$ cat src/rtl/mc_ctrl_pkg.sv
// Shared definitions for the microcoded-style control FSM: state codes,
// ALU function codes, register/bus index positions and opcode class codes.
package mc_ctrl_pkg;

  // Five-bit binary state codes; codes 23..31 are unused and recover to S_RST.
  typedef enum logic [4:0] {
    S_RST  = 5'd0,
    S_F_A  = 5'd1,
    S_F_B  = 5'd2,
    S_F_C  = 5'd3,
    S_B_A  = 5'd4,
    S_B_B  = 5'd5,
    S_P_A  = 5'd6,
    S_P_B  = 5'd7,
    S_P_C  = 5'd8,
    S_P_D  = 5'd9,
    S_C_A  = 5'd10,
    S_O_A  = 5'd11,
    S_O_B  = 5'd12,
    S_O_C  = 5'd13,
    S_O_D  = 5'd14,
    S_O_E  = 5'd15,
    S_R_A  = 5'd16,
    S_I_A  = 5'd17,
    S_I_PB = 5'd18,  // interrupt-entry copy of P_B
    S_I_PC = 5'd19,  // interrupt-entry copy of P_C
    S_I_PD = 5'd20,  // interrupt-entry copy of P_D
    S_I_B  = 5'd21,
    S_HALT = 5'd22
  } state_e;

  // ALU function select codes.
  localparam logic [2:0] FN_ADD   = 3'b000;
  localparam logic [2:0] FN_NEG   = 3'b001;
  localparam logic [2:0] FN_INC   = 3'b010;
  localparam logic [2:0] FN_DEC   = 3'b011;
  localparam logic [2:0] FN_OR    = 3'b100;
  localparam logic [2:0] FN_NOT   = 3'b101;
  localparam logic [2:0] FN_TRANS = 3'b110;

  // Bit positions inside ld_en (0..5) and tr_en (0..6).
  localparam int IDX_IR  = 0;
  localparam int IDX_MDR = 1;
  localparam int IDX_MAR = 2;
  localparam int IDX_SP  = 3;
  localparam int IDX_PC  = 4;
  localparam int IDX_T   = 5;
  localparam int IDX_VEC = 6;

  // Opcode class field values (top four opcode bits).
  localparam logic [3:0] CLS_STACK = 4'b1111;
  localparam logic [3:0] CLS_CALL  = 4'b1001;
  localparam logic [3:0] CLS_RET   = 4'b1000;
  localparam logic [3:0] CLS_HALT  = 4'b1110;
  localparam logic [2:0] SUB_PUSH  = 3'b000;

endpackage

$ cat src/rtl/mc_ctrl_fsm.sv
// Control FSM for a small stack machine: fetch, branch, push/pop, call/return,
// halt and vectored interrupt entry. Outputs are pure Moore decodes of the
// state register. OP_W must be at least 7.
module mc_ctrl_fsm
  import mc_ctrl_pkg::*;
#(
  parameter int OP_W     = 7,
  parameter int STACK_UP = 0,
  parameter int VEC_EN   = 1
) (
  input  logic            clk,
  input  logic            reset,
  input  logic [OP_W-1:0] ir,
  input  logic            dcond,
  input  logic            mem_ready,
  input  logic            irq,
  output logic [5:0]      ld_en,
  output logic [6:0]      tr_en,
  output logic            rd,
  output logic            wr,
  output logic            memrd,
  output logic            memwr,
  output logic [2:0]      fnsel,
  output logic            fn_ctl,
  output logic            irq_ack,
  output logic            halted,
  output logic [4:0]      state
);

  state_e     cur;
  state_e     nxt;
  logic       ie;
  logic [3:0] op_class;
  logic [2:0] op_sub;
  logic       take_irq;
  state_e     after_instr;

  // IR only changes in F_B, so it is stable for the rest of the instruction;
  // P_D and O_C can re-read it to tell CALL from PUSH and RET from POP.
  assign op_class    = ir[OP_W-1 -: 4];
  assign op_sub      = ir[2:0];
  assign take_irq    = (VEC_EN != 0) && irq && ie;
  assign after_instr = take_irq ? S_I_A : S_F_A;
  assign state       = cur;

  // State register; reset drops straight to S_RST so all outputs go low at once.
  // NOTE: sequential state uses non-blocking assignments so every flop samples
  // the pre-edge values of its inputs.
  always_ff @(posedge clk or posedge reset) begin
    if (reset) cur <= S_RST;
    else       cur <= nxt;
  end

  // Interrupt-enable flag: cleared on entry to I_A, set again on entry to R_A.
  always_ff @(posedge clk or posedge reset) begin
    if (reset)               ie <= 1'b1;
    else if (nxt == S_I_A)   ie <= 1'b0;
    else if (nxt == S_R_A)   ie <= 1'b1;
  end

  // Next-state logic; the three memory states hold while mem_ready is low.
  // NOTE: next-state and output blocks assign every target a default first so
  // no path leaves a value unassigned and no latch is inferred.
  always_comb begin
    nxt = cur;
    case (cur)
      S_RST:  nxt = S_F_A;
      S_F_A:  nxt = S_F_B;
      S_F_B:  if (mem_ready) nxt = S_F_C;
      S_F_C: begin
        if (op_class == CLS_STACK)         nxt = (op_sub == SUB_PUSH) ? S_P_A : S_O_A;
        else if (op_class == CLS_CALL)     nxt = S_C_A;
        else if (op_class == CLS_RET)      nxt = S_O_A;
        else if (op_class == CLS_HALT)     nxt = S_HALT;
        else if (!op_class[3] && dcond)    nxt = S_B_A;
        else                               nxt = after_instr;
      end
      S_B_A:  nxt = S_B_B;
      S_B_B:  nxt = after_instr;
      S_P_A:  nxt = S_P_B;
      S_C_A:  nxt = S_P_B;
      S_P_B:  nxt = S_P_C;
      S_P_C:  nxt = S_P_D;
      S_P_D:  if (mem_ready) nxt = (op_class == CLS_CALL) ? S_B_A : after_instr;
      S_O_A:  nxt = S_O_B;
      S_O_B:  if (mem_ready) nxt = S_O_C;
      S_O_C:  nxt = (op_class == CLS_RET) ? S_R_A : S_O_D;
      S_O_D:  nxt = S_O_E;
      S_O_E:  nxt = after_instr;
      S_R_A:  nxt = after_instr;
      S_I_A:  nxt = S_I_PB;
      S_I_PB: nxt = S_I_PC;
      S_I_PC: nxt = S_I_PD;
      S_I_PD: if (mem_ready) nxt = S_I_B;
      S_I_B:  nxt = S_F_A;
      S_HALT: if (take_irq) nxt = S_I_A;
      default: nxt = S_RST;
    endcase
  end

  // Moore output decode: each state names its loads, bus driver and ALU op.
  always_comb begin
    ld_en   = '0;
    tr_en   = '0;
    rd      = 1'b0;
    wr      = 1'b0;
    memrd   = 1'b0;
    memwr   = 1'b0;
    fnsel   = FN_ADD;
    fn_ctl  = 1'b0;
    irq_ack = 1'b0;
    halted  = 1'b0;
    case (cur)
      S_F_A: begin
        ld_en[IDX_MAR] = 1'b1; tr_en[IDX_PC] = 1'b1; fnsel = FN_TRANS; fn_ctl = 1'b1;
      end
      S_F_B: begin
        memrd = 1'b1; tr_en[IDX_MAR] = 1'b1; ld_en[IDX_IR] = 1'b1;
      end
      S_F_C: begin
        ld_en[IDX_PC] = 1'b1; tr_en[IDX_PC] = 1'b1; fnsel = FN_INC; fn_ctl = 1'b1;
      end
      S_B_A: begin
        ld_en[IDX_T] = 1'b1; tr_en[IDX_IR] = 1'b1;
      end
      S_B_B: begin
        ld_en[IDX_PC] = 1'b1; tr_en[IDX_T] = 1'b1; fnsel = FN_ADD; fn_ctl = 1'b1;
      end
      S_P_A: begin
        ld_en[IDX_MDR] = 1'b1; rd = 1'b1; fnsel = FN_TRANS; fn_ctl = 1'b1;
      end
      S_P_B, S_I_PB: begin
        ld_en[IDX_SP] = 1'b1; tr_en[IDX_SP] = 1'b1; fn_ctl = 1'b1;
        fnsel = (STACK_UP != 0) ? FN_INC : FN_DEC;
      end
      S_P_C, S_I_PC: begin
        ld_en[IDX_MAR] = 1'b1; tr_en[IDX_SP] = 1'b1; fnsel = FN_TRANS; fn_ctl = 1'b1;
      end
      S_P_D, S_I_PD: begin
        memwr = 1'b1; tr_en[IDX_MDR] = 1'b1;
      end
      S_C_A, S_I_A: begin
        ld_en[IDX_MDR] = 1'b1; tr_en[IDX_PC] = 1'b1; fnsel = FN_TRANS; fn_ctl = 1'b1;
      end
      S_O_A: begin
        ld_en[IDX_MAR] = 1'b1; tr_en[IDX_SP] = 1'b1; fnsel = FN_TRANS; fn_ctl = 1'b1;
      end
      S_O_B: begin
        memrd = 1'b1; ld_en[IDX_MDR] = 1'b1;
      end
      S_O_C: begin
        ld_en[IDX_SP] = 1'b1; tr_en[IDX_SP] = 1'b1; fn_ctl = 1'b1;
        fnsel = (STACK_UP != 0) ? FN_DEC : FN_INC;
      end
      S_O_D: begin
        ld_en[IDX_T] = 1'b1; tr_en[IDX_MDR] = 1'b1;
      end
      S_O_E: begin
        tr_en[IDX_T] = 1'b1; wr = 1'b1;
      end
      S_R_A: begin
        ld_en[IDX_PC] = 1'b1; tr_en[IDX_MDR] = 1'b1; fnsel = FN_TRANS; fn_ctl = 1'b1;
      end
      S_I_B: begin
        ld_en[IDX_PC] = 1'b1; tr_en[IDX_VEC] = 1'b1; fnsel = FN_TRANS; fn_ctl = 1'b1;
        irq_ack = 1'b1;
      end
      S_HALT: halted = 1'b1;
      default: ;
    endcase
  end

endmodule
$ cat config.mk
export PLATFORM = sky130hd
export DESIGN_NAME = mc_ctrl_fsm
export DESIGN_NICKNAME = d
export VERILOG_FILES = /design/src/rtl/mc_ctrl_pkg.sv /design/src/rtl/mc_ctrl_fsm.sv
export SDC_FILE = /design/constraint.sdc
export NUM_CORES = 1
export LEC_CHECK = 0
export ABC_AREA = 1
export BUFFER_PORTS_ARGS = -buffer_cell sky130_fd_sc_hd__buf_2
export CAP_MARGIN = 25
export CORE_ASPECT_RATIO = 0.75
export CORE_UTILIZATION = 43
export DETAILED_ROUTE_END_ITERATION = 12
export PLACE_DENSITY = 0.79
export RECOVER_POWER = 25
export SLEW_MARGIN = 0
export SYNTH_ARGS = -nofsm -noshare
export SYNTH_HDL_FRONTEND = slang
export SYNTH_SLANG_ARGS = --single-unit
$ cat constraint.sdc
create_clock -name clk -period 1.4 [get_ports clk]
set_input_delay 0.21 -clock clk [delete_from_list [all_inputs] [get_ports clk]]
set_output_delay 0.21 -clock clk [all_outputs]
set_load 0.01 [all_outputs]
==> results of run 1 <==
-- cell usage after synthesis, types with 4 or more instances --
cell type and number:
nand2_1 51, inv_2 5, inv_1 25, nor2_1 41, o21ai_0 9, nand3_1 19, dfrtp_1 5, nand3b_1 4
-- cells by family after synthesis --
kind of cell           Yosys count
AOI/OAI and AO/OA               18
buffers and inverters           34
DFF                              6
and+or+nand+nor                130
-- routing by layer --
metal / GRT overflow / track usage (%)
met1: 0 / 73.3
met3: 0 / 44.5
met2: 67 / 108
met5: 0 / 4.08
met4: 22 / 88.3
-- per-stage QoR --
| step | hold slack (ps) | area, µm² | setup TNS [ps] |
|---|---|---|---|
| after CTS | 250 | 1920 | -8360 |
| after global placement | 127 | 1510 | -2920 |
| after floorplan | 0.0961 | 1020 | -337 |
| after detailed placement | 134 | 1510 | -3300 |
-- timing repair --
action | in CTS
endpoints found under the setup margin | 29
setup buffers | 15
pin swaps | 17
gates cloned | 0
resized for setup | 71
hold buffers | 1
hold endpoints to repair | 5
==> results.sh, run 1 <==
export IMPL_synthTopCellsByArea="nand2_1 20%, nor2_1 16%, dfrtp_1 13%, nand3_1 9.7%, inv_1 9.6%"
export IMPL_worst_endpoint="fnsel[1]"
export IMPL_start_util_pct=47.1
export IMPL_yosys_area_top_type="nand2_1"
export IMPL_portBuffers=39
export IMPL_synthCells=188
export IMPL_io_pins=40
export IMPL_globalRouteTotalUtil_pct=76.2
export IMPL_cts_buffer_depth=2
export IMPL_dp_slack_ps=-308
export IMPL_place_inst=286
export IMPL_synth_seq_cells=6
export IMPL_synth_simple_area_share_pct=59.4
export IMPL_yosysSeqAreaShare_pct=15.4
export IMPL_lastStage="5_1_grt"
export IMPL_die_h_um=43.4
export IMPL_root_buffer="clkbuf_4"
export IMPL_numClockSinks=6
export IMPL_clock_tree_htree_level_count=1
export IMPL_grt_max_degree=9
export IMPL_yosys_area_share_adder_pct=0
export IMPL_syn_avg_cell_area_um2=5.22
export IMPL_synth_mux_area_share_pct=0
export IMPL_synth_fp_nets=200
export IMPL_synth_edf_count=0
export IMPL_numCtsBuffers=3
export IMPL_synth_xor_area_share_pct=0
export IMPL_synth_flop_cell="dfrtp_1"
export IMPL_overflow=89
export IMPL_rows=14
export IMPL_synth_top_family_by_area="simple AND/OR/NAND/NOR gates"
export IMPL_netlist_area_um2=981
export IMPL_place_hpwl_mm=2.94
export IMPL_die_width_um=57.2
export IMPL_toolErrorMsg="[ERROR GRT-0232] Routing congestion too high. Check the congestion heatmap in the GUI."
export IMPL_status="did not finish"
export IMPL_ys_async_sr_fraction_pct=100
export IMPL_synth_top_area_share_pct=19.5
export IMPL_synth_cell_type_count=25
export IMPL_worstEndpointType="output port"
export IMPL_synth_compound_area_share_pct=10.8
export IMPL_ys_warn_count=0
export IMPL_place_congestion=0.994
==> run 2, diff against run 1 <==
--- a/config.mk
+++ b/config.mk
@@ -8,10 +8,10 @@
 export ABC_AREA = 1
 export BUFFER_PORTS_ARGS = -buffer_cell sky130_fd_sc_hd__buf_2
 export CAP_MARGIN = 25
-export CORE_ASPECT_RATIO = 0.75
-export CORE_UTILIZATION = 43
+export CORE_AREA = 2 2 63 65
 export DETAILED_ROUTE_END_ITERATION = 12
-export PLACE_DENSITY = 0.79
+export DIE_AREA = 0 0 65 67
+export PLACE_DENSITY_LB_ADDON = 0.15
 export RECOVER_POWER = 25
 export SLEW_MARGIN = 0
 export SYNTH_ARGS = -nofsm -noshare
==> constraint.sdc (replaced) <==
create_clock -name clk -period 1.8 [get_ports clk]
set_input_delay 0.27 -clock clk [delete_from_list [all_inputs] [get_ports clk]]
set_output_delay 0.27 -clock clk [all_outputs]
set_load 0.01 [all_outputs]
==> run 2 against run 1 <==
Compared with the run above: the flow now finishes, with violations (negative setup slack); area after synthesis unchanged; synthesized cell count unchanged.
==> results.sh, run 2 <==
export IMPL_drt_iter0_markers=60
export IMPL_ys_warn_count=0
export IMPL_fin_skew_ps=4.61
export IMPL_drt_pass1_iterations=5
export IMPL_yosys_area_top_type="nand2_1"
export IMPL_maxCapViolCount=0
export IMPL_slew_viol_final=0
export IMPL_numCtsBuffers=3
export IMPL_status="finished with violations"
export IMPL_place_congestion=0.923
export IMPL_clk_latency_ps=220
export IMPL_grt_first_pass_wirelength_mm=5.84
export IMPL_arrival_ps=1630
export IMPL_rows=22
export IMPL_worst_slew_pin_slew_ps=235
export IMPL_netlist_area_um2=981
export IMPL_drt_total_wl_mm=3.83
export IMPL_start_util_pct=27.2
export IMPL_period_needed_ps=1900
export IMPL_seqCellArea_um2=154
export IMPL_clock_tree_htree_level_count=1
export IMPL_area_delta_synth_final_pct=64.8
export IMPL_max_freq_mhz=527
export IMPL_layout_common_cells="42 x nand2_1, 38 x buf_2, 31 x nor2_1, 25 x buf_4, 21 x inv_1"
export IMPL_portBuffers=39
export IMPL_startpoint="state[0]$_DFF_PP0_"
export IMPL_overflow=0
export IMPL_synthCells=188
export IMPL_critical_path_class="flop to output port"
export IMPL_rsz0062_at_grt="yes"
export IMPL_io_pins=40
export IMPL_grt_pass1_vias=1282
export IMPL_synth_seq_cells=6
export IMPL_crit_fanout=3
export IMPL_place_hpwl_mm=3.01
export IMPL_synth_flop_cell="dfrtp_1"
export IMPL_vias_per_cell=4.70
export IMPL_synth_fp_nets=200
export IMPL_multi_input_area_um2=785
export IMPL_syn_avg_cell_area_um2=5.22
export IMPL_violations="negative setup slack"
export IMPL_die_h_um=67
export IMPL_worst_hold_startpoint="ir[3]"
export IMPL_n_fill_cell=417
export IMPL_hp_class="input pin to flop"
export IMPL_synth_top_area_share_pct=19.5
export IMPL_ys_top_cells_by_count="51 x nand2_1, 41 x nor2_1, 25 x inv_1"
export IMPL_final_hold_violation_count=0
export IMPL_drive_above_1_share_pct=45.5
export IMPL_combPwrFrac_pct=79.2
export IMPL_seqPwrFrac_pct=11.5
export IMPL_clockPowerShare_pct=9.2
export IMPL_clkSlewWorstSetupHoldPaths_ps=40
export IMPL_diodes=0
export IMPL_root_buffer="clkbuf_8"
export IMPL_fin_crit_sh_pct=105
export IMPL_drtAntennaViolNets=0
export IMPL_vias=1434
export IMPL_p_leak_uw=0.000973
export IMPL_largest_reg_flops=5
export IMPL_power_internal_uw=1120
export IMPL_yosysSeqAreaShare_pct=15.4
export IMPL_core_mm2=0.00361
export IMPL_die_width_um=65
export IMPL_maxSlewHeadroom_pct=84.2
export IMPL_place_area_mm2=0.00131
export IMPL_sw_frac_of_total_pct=50.0
export IMPL_synth_most_common_cell="nand2_1"
export IMPL_drc=0
export IMPL_synth_edf_count=0
export IMPL_ys_async_sr_fraction_pct=100
export IMPL_p_switching_uw=1120
export IMPL_crit_required_ps=1530
export IMPL_setup_violations=4
export IMPL_globalRouteTotalUtil_pct=17.4
export IMPL_start_kind="flop"
export IMPL_grt_max_degree=12
export IMPL_wl_per_cell_um=12.6
export IMPL_fin_ws_ps=-98.1
export IMPL_synth_cell_type_count=25
export IMPL_r2r_start="state[3]$_DFF_PP0_"
export IMPL_vdd_drop_max_v=0.000325
export IMPL_dieArea_mm2=0.00436
export IMPL_numClockSinks=6
export IMPL_cp_end_kind="output port"
export IMPL_dp_slack_ps=83.6
export IMPL_fin_nets=270
export IMPL_cts_buffer_depth=2
export IMPL_final_common_cell="nand2_1"
export IMPL_powerDensity_mw_per_mm2=1380
export IMPL_synthTopCellsByArea="nand2_1 20%, nor2_1 16%, dfrtp_1 13%, nand3_1 9.7%, inv_1 9.6%"
export IMPL_design_area_mm2=0.00162
export IMPL_hold_ws_ps=382
export IMPL_grt_antenna_before_repair=0
export IMPL_cts_tree="yes"
run 2: area by class of cell:
cell class | count | area share [%]
Timing Repair Buffer | 69 | 28.0
Inverter | 30 | 7.43
Multi-Input combinational cell | 148 | 48.5
Clock buffer | 4 | 2.79
Sequential cell | 6 | 9.52
Tap cell | 48 | 3.72
run 2: cells by family after synthesis:
family	count (synthesis)	share of synthesized area, %
AOI/OAI and AO/OA	18	10.8
buffers and inverters	34	14.3
DFF	6	15.4
and+or+nand+nor	130	59.4
run 2: repair_timing:
| item | 4_1_cts | 5_1_grt |
|---|---|---|
| hold buffers | 1 | 0 |
| buffers inserted | 10 | 6 |
| endpoints found under the hold margin | 5 | 0 |
| pin swaps | 9 | 14 |
| setup endpoints to repair | 12 | 16 |
| gates cloned | 0 | 0 |
| gates resized for setup | 27 | 17 |
run 2: metrics by stage:
| step | std cells | total power, µW | util (%) | TNS, ps |
|---|---|---|---|---|
| floorplan | 188 | 1050 | - | 0 |
| global placement | 284 | 1620 | 36.2 | 0 |
| detailed placement | 284 | 1590 | 36.2 | 0 |
| CTS | 299 | 2080 | 42.3 | -172 |
| global route | 305 | 2400 | 44.8 | -944 |
| finish | 305 | 2230 | 44.8 | -258 |
run 2: final timing paths:
kind,endpoint,slack (ps),cells past startpoint
worst max-delay path,fn_ctl,-100,9
worst min-delay path,ie$_DFFE_PP1P_,380,4
worst max register to register,ie$_DFFE_PP1P_,100,13
worst min register to register,ie$_DFFE_PP1P_,460,2
max in group asynchronous,ie$_DFFE_PP1P_,1050,3
min in group asynchronous,state[4]$_DFF_PP0_,500,3
run 2: power groups by stage:
stage	logic (µW)	clock network, µW	registers [µW]
finish	1770	206	258
global route	1910	221	267
CTS	1600	215	261
detailed placement	1360	0	230
global placement	1390	0	230
floorplan	808	0	243
run 2: metal layers:
metal | GRT usage [%] | share of wire [%]
met1 | 21.2 | 44
met3 | 2.03 | 5.0
met2 | 32.2 | 50
met5 | 0 | 0
met4 | 4.26 | 1.0
run 2: critical path, stage by stage, from the launching register on:
cell and delay (ps):
dfrtp_1 400, buf_4 150, nand2_2 60, nor2_2 50, nand2_2 80, o21ai_2 70, nor3b_2 200, buf_4 140
nand4_1 80, buf_2 160
Power figures use the tool's default switching activity.
